$ cat src/rtl/if_id_stage_reg.sv
// IF/ID pipeline register with stall hold, flush-to-bubble and saturating
// stall/flush event counters for performance debug.

module EnableFlop #(
    parameter int W = 1
) (
    input  logic         clk_i,
    input  logic         rst_ni,
    input  logic         en_i,
    input  logic [W-1:0] d_i,
    output logic [W-1:0] q_o
);

    logic [W-1:0] q_q;

    always_ff @(posedge clk_i or negedge rst_ni) begin
        if (!rst_ni) begin
            q_q <= '0;
        end else if (en_i) begin
            q_q <= d_i;
        end
    end

    assign q_o = q_q;

endmodule

module if_id_stage_reg #(
    parameter int PC_W    = 64,
    parameter int INSTR_W = 32,
    parameter int CNT_W   = 16
) (
    input  logic               clk,
    input  logic               reset,
    input  logic               stall,
    input  logic               flush,
    input  logic [PC_W-1:0]    if_pc,
    input  logic [INSTR_W-1:0] if_instr,
    input  logic               if_valid,
    input  logic               clr_cnt,
    output logic [PC_W-1:0]    id_pc,
    output logic [INSTR_W-1:0] id_instr,
    output logic               id_valid,
    output logic [CNT_W-1:0]   stall_cnt,
    output logic [CNT_W-1:0]   flush_cnt
);

    localparam logic [CNT_W-1:0] CntMax = '1;

    logic               slot_en;
    logic [PC_W-1:0]    pc_d;
    logic [PC_W-1:0]    pc_q;
    logic [INSTR_W-1:0] instr_d;
    logic [INSTR_W-1:0] instr_q;
    logic               valid_d;
    logic               valid_q;

    logic               stall_inc;
    logic               flush_inc;
    logic               stall_cnt_en;
    logic               flush_cnt_en;
    logic [CNT_W-1:0]   stall_cnt_d;
    logic [CNT_W-1:0]   stall_cnt_q;
    logic [CNT_W-1:0]   flush_cnt_d;
    logic [CNT_W-1:0]   flush_cnt_q;

    // A flush overrides a stall, so the slot is written whenever either
    // the pipeline advances or a squash arrives; bubbles are always all-zero.
    assign slot_en = ~stall | flush;

    always_comb begin
        pc_d    = '0;
        instr_d = '0;
        valid_d = 1'b0;
        if (!flush && if_valid) begin
            pc_d    = if_pc;
            instr_d = if_instr;
            valid_d = 1'b1;
        end
    end

    EnableFlop #(.W(PC_W)) u_pc_flop (
        .clk_i  (clk),
        .rst_ni (reset),
        .en_i   (slot_en),
        .d_i    (pc_d),
        .q_o    (pc_q)
    );

    EnableFlop #(.W(INSTR_W)) u_instr_flop (
        .clk_i  (clk),
        .rst_ni (reset),
        .en_i   (slot_en),
        .d_i    (instr_d),
        .q_o    (instr_q)
    );

    EnableFlop #(.W(1)) u_valid_flop (
        .clk_i  (clk),
        .rst_ni (reset),
        .en_i   (slot_en),
        .d_i    (valid_d),
        .q_o    (valid_q)
    );

    // Events only count when they act on a real instruction in the slot.
    assign stall_inc = stall & ~flush & valid_q & (stall_cnt_q != CntMax);
    assign flush_inc = flush & valid_q & (flush_cnt_q != CntMax);

    assign stall_cnt_en = clr_cnt | stall_inc;
    assign flush_cnt_en = clr_cnt | flush_inc;

    always_comb begin
        stall_cnt_d = stall_cnt_q + CNT_W'(1);
        flush_cnt_d = flush_cnt_q + CNT_W'(1);
        if (clr_cnt) begin
            stall_cnt_d = '0;
            flush_cnt_d = '0;
        end
    end

    EnableFlop #(.W(CNT_W)) u_stall_cnt_flop (
        .clk_i  (clk),
        .rst_ni (reset),
        .en_i   (stall_cnt_en),
        .d_i    (stall_cnt_d),
        .q_o    (stall_cnt_q)
    );

    EnableFlop #(.W(CNT_W)) u_flush_cnt_flop (
        .clk_i  (clk),
        .rst_ni (reset),
        .en_i   (flush_cnt_en),
        .d_i    (flush_cnt_d),
        .q_o    (flush_cnt_q)
    );

    assign id_pc     = pc_q;
    assign id_instr  = instr_q;
    assign id_valid  = valid_q;
    assign stall_cnt = stall_cnt_q;
    assign flush_cnt = flush_cnt_q;

endmodule

$ cat config.mk
export PLATFORM = sky130hd
export DESIGN_NAME = if_id_stage_reg
export DESIGN_NICKNAME = d
export VERILOG_FILES = /design/src/rtl/if_id_stage_reg.sv
export SDC_FILE = /design/constraint.sdc
export NUM_CORES = 1
export LEC_CHECK = 0
export BUFFER_PORTS_ARGS = -buffer_cell sky130_fd_sc_hd__buf_2
export CORE_AREA = 2 2 114 116
export CTS_CLUSTER_SIZE = 10
export DETAILED_ROUTE_END_ITERATION = 10
export DIE_AREA = 0 0 116 118
export GPL_TIMING_DRIVEN = 0
export PLACE_DENSITY_LB_ADDON = 0.08
export SETUP_SLACK_MARGIN = 0.4
export SLEW_MARGIN = 15
export SYNTH_ARGS = -nofsm -noshare
export SYNTH_HDL_FRONTEND = slang
export SYNTH_SLANG_ARGS = --single-unit
$ cat constraint.sdc
create_clock -name clk -period 1.7 [get_ports clk]
set_input_delay 0.085 -clock clk [delete_from_list [all_inputs] [get_ports clk]]
set_output_delay 0.085 -clock clk [all_outputs]
set_load 0.01 [all_outputs]
==> results of run 1 <==
==> layout by cell type (no fill, tap or decap), drive strengths merged <==
| cell | instances |
|---|---|
| a31o | 1 |
| or3b | 1 |
| o21ai | 9 |
| a21oi | 25 |
| o31ai | 14 |
| a311oi | 1 |
| nand3 | 12 |
| and4 | 4 |
| mux2 | 5 |
| clkbuf | 44 |
| nand2b | 1 |
| nor2 | 7 |
| nand2 | 9 |
| dfrtp | 129 |
| nor2b | 6 |
| nor3b | 2 |
| a22o | 96 |
| ha | 2 |
| or2 | 3 |
| buf | 280 |
| bufinv | 7 |
| dlygate4sd3 | 97 |
| and3b | 1 |
| o2111ai | 1 |
| nor4bb | 1 |
| a211oi | 1 |
| or3 | 9 |
| xor2 | 1 |
| nand3b | 1 |
| nand4 | 9 |
| o41ai | 1 |
| clkinv | 5 |
| and3 | 2 |
| nor4 | 5 |
| clkinvlp | 1 |
| inv | 5 |
| nor4b | 1 |
| or4 | 14 |
==> cell families (layout without fill, tap and decap cells) <==
family,Yosys count,count (layout),share of synthesized area (%)
fa+ha+maj,2,2,0.485
simple gates,88,88,10.5
xor+xnor,1,1,0.170
mux,5,5,1.09
buf+inv,37,439,2.76
compound gates,149,149,22.4
flops,129,129,62.5
==> report_power, final <==
part	internal [uW]	total, uW	switching, uW	leakage (uW)
Combinational	384	737	353	0.00245
Sequential	3160	3220	55.6	0.00174
Clock	2940	4330	1390	0.000337
==> worst max-delay path, stage by stage, from the launching register on <==
cell	delay, ns
dfrtp_2	0.41
ha_4	0.14
nand4_1	0.08
buf_6	0.15
or3_4	0.36
or4_4	0.43
a21oi_2	0.13
==> per-stage QoR <==
stage / instance area (sq um) / instances / utilization, % / hold slack (ns)
after global placement: 6660 / 812 / 53.6 / 0.302
after floorplan: 5290 / 411 / - / -0.211
after CTS: 8810 / 974 / 71.0 / 0.130
final: 9050 / 985 / 72.9 / 0.144
after global routing: 9050 / 985 / 72.9 / 0.183
after detailed placement: 6690 / 813 / 53.9 / 0.108
==> how the worst max path moves through the flow <==
stage | from | endpoint
6_report | u_flush_cnt_flop.q_o[0] | u_flush_cnt_flop.q_o[14]
5_1_grt | u_stall_cnt_flop.q_o[9] | u_stall_cnt_flop.q_o[1]
4_1_cts | u_stall_cnt_flop.q_o[0] | u_stall_cnt_flop.q_o[4]
3_5_place_dp | flush | u_pc_flop.q_o[13]
3_3_place_gp | reset | u_flush_cnt_flop.q_o[0]
2_1_floorplan | u_flush_cnt_flop.q_o[1] | u_flush_cnt_flop.q_o[14]
==> sequential cells by signal, summed over array words and instances, names as in the netlist <==
name,cells
u_instr_flop.q_o,32
u_pc_flop.q_o,64
u_stall_cnt_flop.q_o,16
u_valid_flop.q_o,1
u_flush_cnt_flop.q_o,16
==> repair_timing <==
| action | in CTS | in global routing |
|---|---|---|
| gates resized for setup | 44 | 49 |
| setup endpoints to repair | 72 | 35 |
| hold buffers | 97 | 0 |
| pin swaps | 25 | 20 |
| hold endpoints to repair | 156 | 0 |
| buffers inserted | 30 | 10 |
| cloned | 2 | 1 |
==> layout make-up <==
type / instances / share of cell area (%)
repair buffers: 370 / 27.8
clock buffers: 19 / 4.90
flip-flops and latches: 129 / 35.9
inverters: 5 / 0.207
multi-input cells: 245 / 23.9
clock inverters: 13 / 2.85
well taps: 172 / 2.38
plain buffers: 32 / 2.03
==> synth_stat cells (all sizes together) (2+ instances only) <==
cell / instances / share of area [%]
a21oi: 25 / 2.4
a22o: 96 / 16
and3: 2 / 0.24
and4: 4 / 0.68
buf: 6 / 0.51
clkbuf: 26 / 1.9
dfrtp: 129 / 63
ha: 2 / 0.48
inv: 5 / 0.36
mux2: 5 / 1.1
nand2: 9 / 0.65
nand3: 12 / 1.2
nand4: 9 / 1.2
nor2: 7 / 0.51
nor2b: 6 / 0.73
nor3b: 2 / 0.29
nor4: 5 / 0.61
o21ai: 9 / 0.87
o31ai: 14 / 2.0
or2: 3 / 0.36
or3: 9 / 1.1
or4: 14 / 2.0
==> layer usage <==
layer | share of wire [%] | vias up
met2 | 52 | 204
li1 | - | 2379
met4 | 2.3 | 0
met3 | 6.3 | 39
met5 | 0 | -
met1 | 39 | 2639
==> impl_metrics.ini, run 1 <==
[outcome]
run_status = complete, but fails checks
failed_checks = setup timing

[global_routing]
antenna_found_initial = 0
met3_usage_pct = 7.98
grt-ovfl-total = 0
grt_use_met1_pct = 31.0
busiest_layer = met2
grtUsageMet2_pct = 44.7
grt_max_degree = 70
grt_pass1_vias = 5546
grt_pass1_wl_mm = 28.0
grt_usage_pct = 26.4

[timing]
tns_ns = -0.754
slew_headroom_pct = 58.8
tightest_slew_ns = 0.617
setup_viol = 20
setup_ws_ns = -0.0833
fmax_mhz = 561
finalCriticalPeriod_ns = 1.78
drv_slew = 0
finalCritPeriodShare_pct = 105
finClkSkew_ns = 0.00492
hold_viol = 0
grt_setup_unrepaired = true

[synthesis]
syn_area_sq_mm = 0.00516
async_flop_share_pct = 100
synth_nets = 515
synth_flop_cell = dfrtp_1
yosys.cell_types.count = 36
ys_warn_count = 0
synth_edf_count = 0
avgSynthCellArea_sq_um = 12.6
syn_inst = 411
synth_seq_cells = 129
ys_seq_area_share_pct = 62.5

[clock_network]
clkLatencyLatePin_ns = 0.42
cts-buffers-inserted = 17
cts_tree = built
clk_pin_slew_ns = 0.06
cts_buffer_depth = 2
cts.sinks = 129
root_buffer = clkbuf_16
htree_num_levels = 4

[setup_path]
reg2reg_setup_slack_ns = -0.08
start_kind = register
regToRegStartpoint = u_flush_cnt_flop.q_o[0]
reg2reg_to = u_flush_cnt_flop.q_o[14]
worstPathArrival_ns = 2.13
reg2reg_depth = 6
cp-end-kind = register
worstPathMaxFanout = 4
crit_required_ns = 2.04
crit_type = reg2reg

[placed_design]
gp_congestion = 0.811
io_buffers = 229
post-place-ws_ns = -0.367
dp_hpwl_mm = 10.7

[die]
rows = 41
dieWidth_um = 116
fp.coreArea_sq_mm = 0.0124
die_y_um = 118
num_io_pins = 231
die-area_sq_mm = 0.0137
initial_core_util_pct = 41.6

[route]
wirelength_mm = 18.0
drt_iter0_markers = 237
viasPerCell = 5.34
via_count = 5261
drc = 0
drtAntennaViolNets = 0
drt_pass1_iterations = 5
avgRoutedWirePerCell_um = 18.3

[final_layout]
fillers = 843
multi_input_area_sq_mm = 0.00216
area_growth_syn_to_layout_pct = 75.2
seq_area_sq_mm = 0.00325
diodes = 0
layout.nets = 904
drive_gt1_share_pct = 48.3

[worst_hold_path]
holdPathEnd = u_flush_cnt_flop.q_o[3]
min_path_cells = 4
hp-class = in2reg
min_from = flush

[power_and_ir_drop]
irDropWorstVdd_mv = 0.574
finalPower_uw = 8280
leakage_uw = 0.00453
p_per_area_mw_per_mm2 = 916

[job]
cap_violations = 0
Note: power is estimated with default switching activity, not from simulation.
==> inputs of run 2 (changes only) <==
Settings changed: CELL_PAD_IN_SITES_DETAIL_PLACEMENT from default to 1, CELL_PAD_IN_SITES_GLOBAL_PLACEMENT from default to 2, CORE_AREA 2 2 114 116 to 2 2 144 146, DIE_AREA 0 0 116 118 to 0 0 146 148.
==> run 2 against run 1 <==
  * Power is 6.2% lower
  * Hold slack better by 0.031 ns
  * Flip-flop and latch count stayed put
  * Setup slack worse by 0.035 ns
  * Global-route usage is 8.3 points lower
  * First-iteration DRC count is 35% lower
  * The run still ends with setup timing left
  * Final area is 0.48% higher
==> impl_metrics.ini, run 2 (synthesis results as in run 1) <==
[timing]
finalCriticalPeriod_ns = 1.82
grt_setup_unrepaired = true
fmax_mhz = 550
drv_slew = 0
setup_ws_ns = -0.118
tightest_slew_ns = 0.715
slew_headroom_pct = 52.3
finalCritPeriodShare_pct = 107
hold_viol = 0
finClkSkew_ns = 0.0110
tns_ns = -0.885
setup_viol = 19

[clock_network]
cts.sinks = 129
htree_num_levels = 4
cts_buffer_depth = 2
root_buffer = clkbuf_16
cts-buffers-inserted = 17
cts_tree = built
clkLatencyLatePin_ns = 0.42
clk_pin_slew_ns = 0.06

[placed_design]
io_buffers = 229
place_area_sq_mm = 0.00682
gp_congestion = 0.747
dp_hpwl_mm = 13.0

[final_layout]
final_cell_mix = buf_2 (231), dfrtp_1 (109), dlygate4sd3_1 (97)
diodes = 0
layout_commonest_cell = buf_2
final_area_sq_mm = 0.00909
fillers = 2236
area_growth_syn_to_layout_pct = 76.1
largest_reg_flops = 64
layout.nets = 911
drive_gt1_share_pct = 49.0

[power_and_ir_drop]
clkPwrFrac_pct = 49.0
power_frac_seq_pct = 41.4
combPwrFrac_pct = 9.6
p_int_uw = 5870
p_switching_uw = 1900
p_per_area_mw_per_mm2 = 854
sw_frac_of_total_pct = 24.4
finalPower_uw = 7770
leakage_uw = 0.00454
irDropWorstVdd_mv = 0.621

[global_routing]
grt_pass1_wl_mm = 31.0
grt_usage_pct = 18.2
grt_pass1_vias = 5703
antenna_found_initial = 0
grt-ovfl-total = 0
grt_max_degree = 77

[route]
wirelength_mm = 19.7
avgRoutedWirePerCell_um = 18.1
drt_pass1_iterations = 4
drc = 0
drt_iter0_markers = 154
via_count = 5173
drtAntennaViolNets = 0
viasPerCell = 4.75

[worst_hold_path]
min_from = flush
min_path_cells = 4
hp-class = in2reg
holdPathEnd = u_flush_cnt_flop.q_o[3]

[setup_path]
crit_required_ns = 2.03
worstPathMaxFanout = 4
slowest_stage = or4_1
path_cells = ha_2 -> and3_4 -> nor4bb_4 -> buf_4 -> clkbuf_2 -> or4_1 -> a21oi_1
reg2reg_setup_slack_ns = -0.12
reg2reg_to = u_stall_cnt_flop.q_o[5]
slowest_delay_ns = 0.42
crit_type = reg2reg
start_kind = register
reg2reg_depth = 7
cp-end-kind = register
regToRegStartpoint = u_stall_cnt_flop.q_o[1]
worstPathArrival_ns = 2.15

[outcome]
run_status = complete, but fails checks
failed_checks = setup timing

[die]
die-area_sq_mm = 0.0216
num_io_pins = 231
fp.coreArea_sq_mm = 0.0200
rows = 52
dieWidth_um = 146
die_y_um = 148
initial_core_util_pct = 25.8

[job]
cap_violations = 0
## run 2: changes by cell type in the layout (fill, tap and decap cells not counted), moves of 3 or more
cell,previous run,this run
buf_4,31,42
buf_6,14,7
a21oi_1,10,15
a21oi_2,15,10
bufinv_16,7,3
clkbuf_2,4,8
inv_6,0,4
clkbuf_1,18,15
## run 2: area by class of cell
class | count | area (sq um) | area share, %
plain buffers | 32 | 191 | 2.11
clock buffers | 17 | 425 | 4.68
clock inverters | 15 | 181 | 2.00
inverters | 5 | 18.8 | 0.206
multi-input cells | 245 | 2110 | 23.2
flip-flops and latches | 129 | 3250 | 35.8
well taps | 270 | 338 | 3.72
repair buffers | 377 | 2570 | 28.3
## run 2: per-stage QoR
stage	hold WS, ns	util, %	worst slack (ns)	instances
6_report	0.174	45.4	-0.118	1090
5_1_grt	0.206	45.4	-0.162	1090
4_1_cts	0.141	44.1	-0.119	1073
3_5_place_dp	0.0508	34.0	-0.432	911
3_3_place_gp	0.302	33.8	-1.57	910
2_1_floorplan	-0.211	-	-0.0560	411
## run 2: critical path: cells and delay by family (launching register included)
| kind | cells | cell delay [ns] |
|---|---|---|
| compound gates | 1 | 0.14 |
| fa+ha+maj | 1 | 0.19 |
| buf+inv | 2 | 0.26 |
| flops | 1 | 0.40 |
| simple gates | 3 | 0.74 |
## run 2: worst max path at each step
stage	start	endpoint
2_1_floorplan	u_flush_cnt_flop.q_o[1]	u_flush_cnt_flop.q_o[14]
3_3_place_gp	reset	u_flush_cnt_flop.q_o[0]
3_5_place_dp	flush	u_pc_flop.q_o[8]
4_1_cts	u_stall_cnt_flop.q_o[0]	u_stall_cnt_flop.q_o[5]
5_1_grt	u_flush_cnt_flop.q_o[1]	u_flush_cnt_flop.q_o[6]
6_report	u_stall_cnt_flop.q_o[1]	u_stall_cnt_flop.q_o[5]
## run 2: metal layers
layer	routed length, um	share of wire (%)	vias up	GRT usage, %
met5	0	0	-	0
met1	7820	40	2599	20.5
met2	10300	53	147	32.7
met4	461	2.3	0	7.14
li1	-	-	2394	-
met3	1060	5.4	33	5.15
## run 2: power by group through the flow
stage | sequential (uW) | combinational (uW) | clock, uW
final | 3210 | 747 | 3810
after global routing | 3220 | 816 | 4020
after CTS | 3210 | 752 | 3900
after detailed placement | 3260 | 561 | 0
after global placement | 3260 | 532 | 0
after floorplan | 3310 | 155 | 0
## run 2: timing repair
action                                  in CTS  in global routing
resized for setup                           45                 40
hold endpoints to repair                   149                  0
pin swaps                                   20                 14
setup buffers                               30                 17
hold buffers                                97                  0
endpoints found under the setup margin      72                 72
cloned                                       3                  0
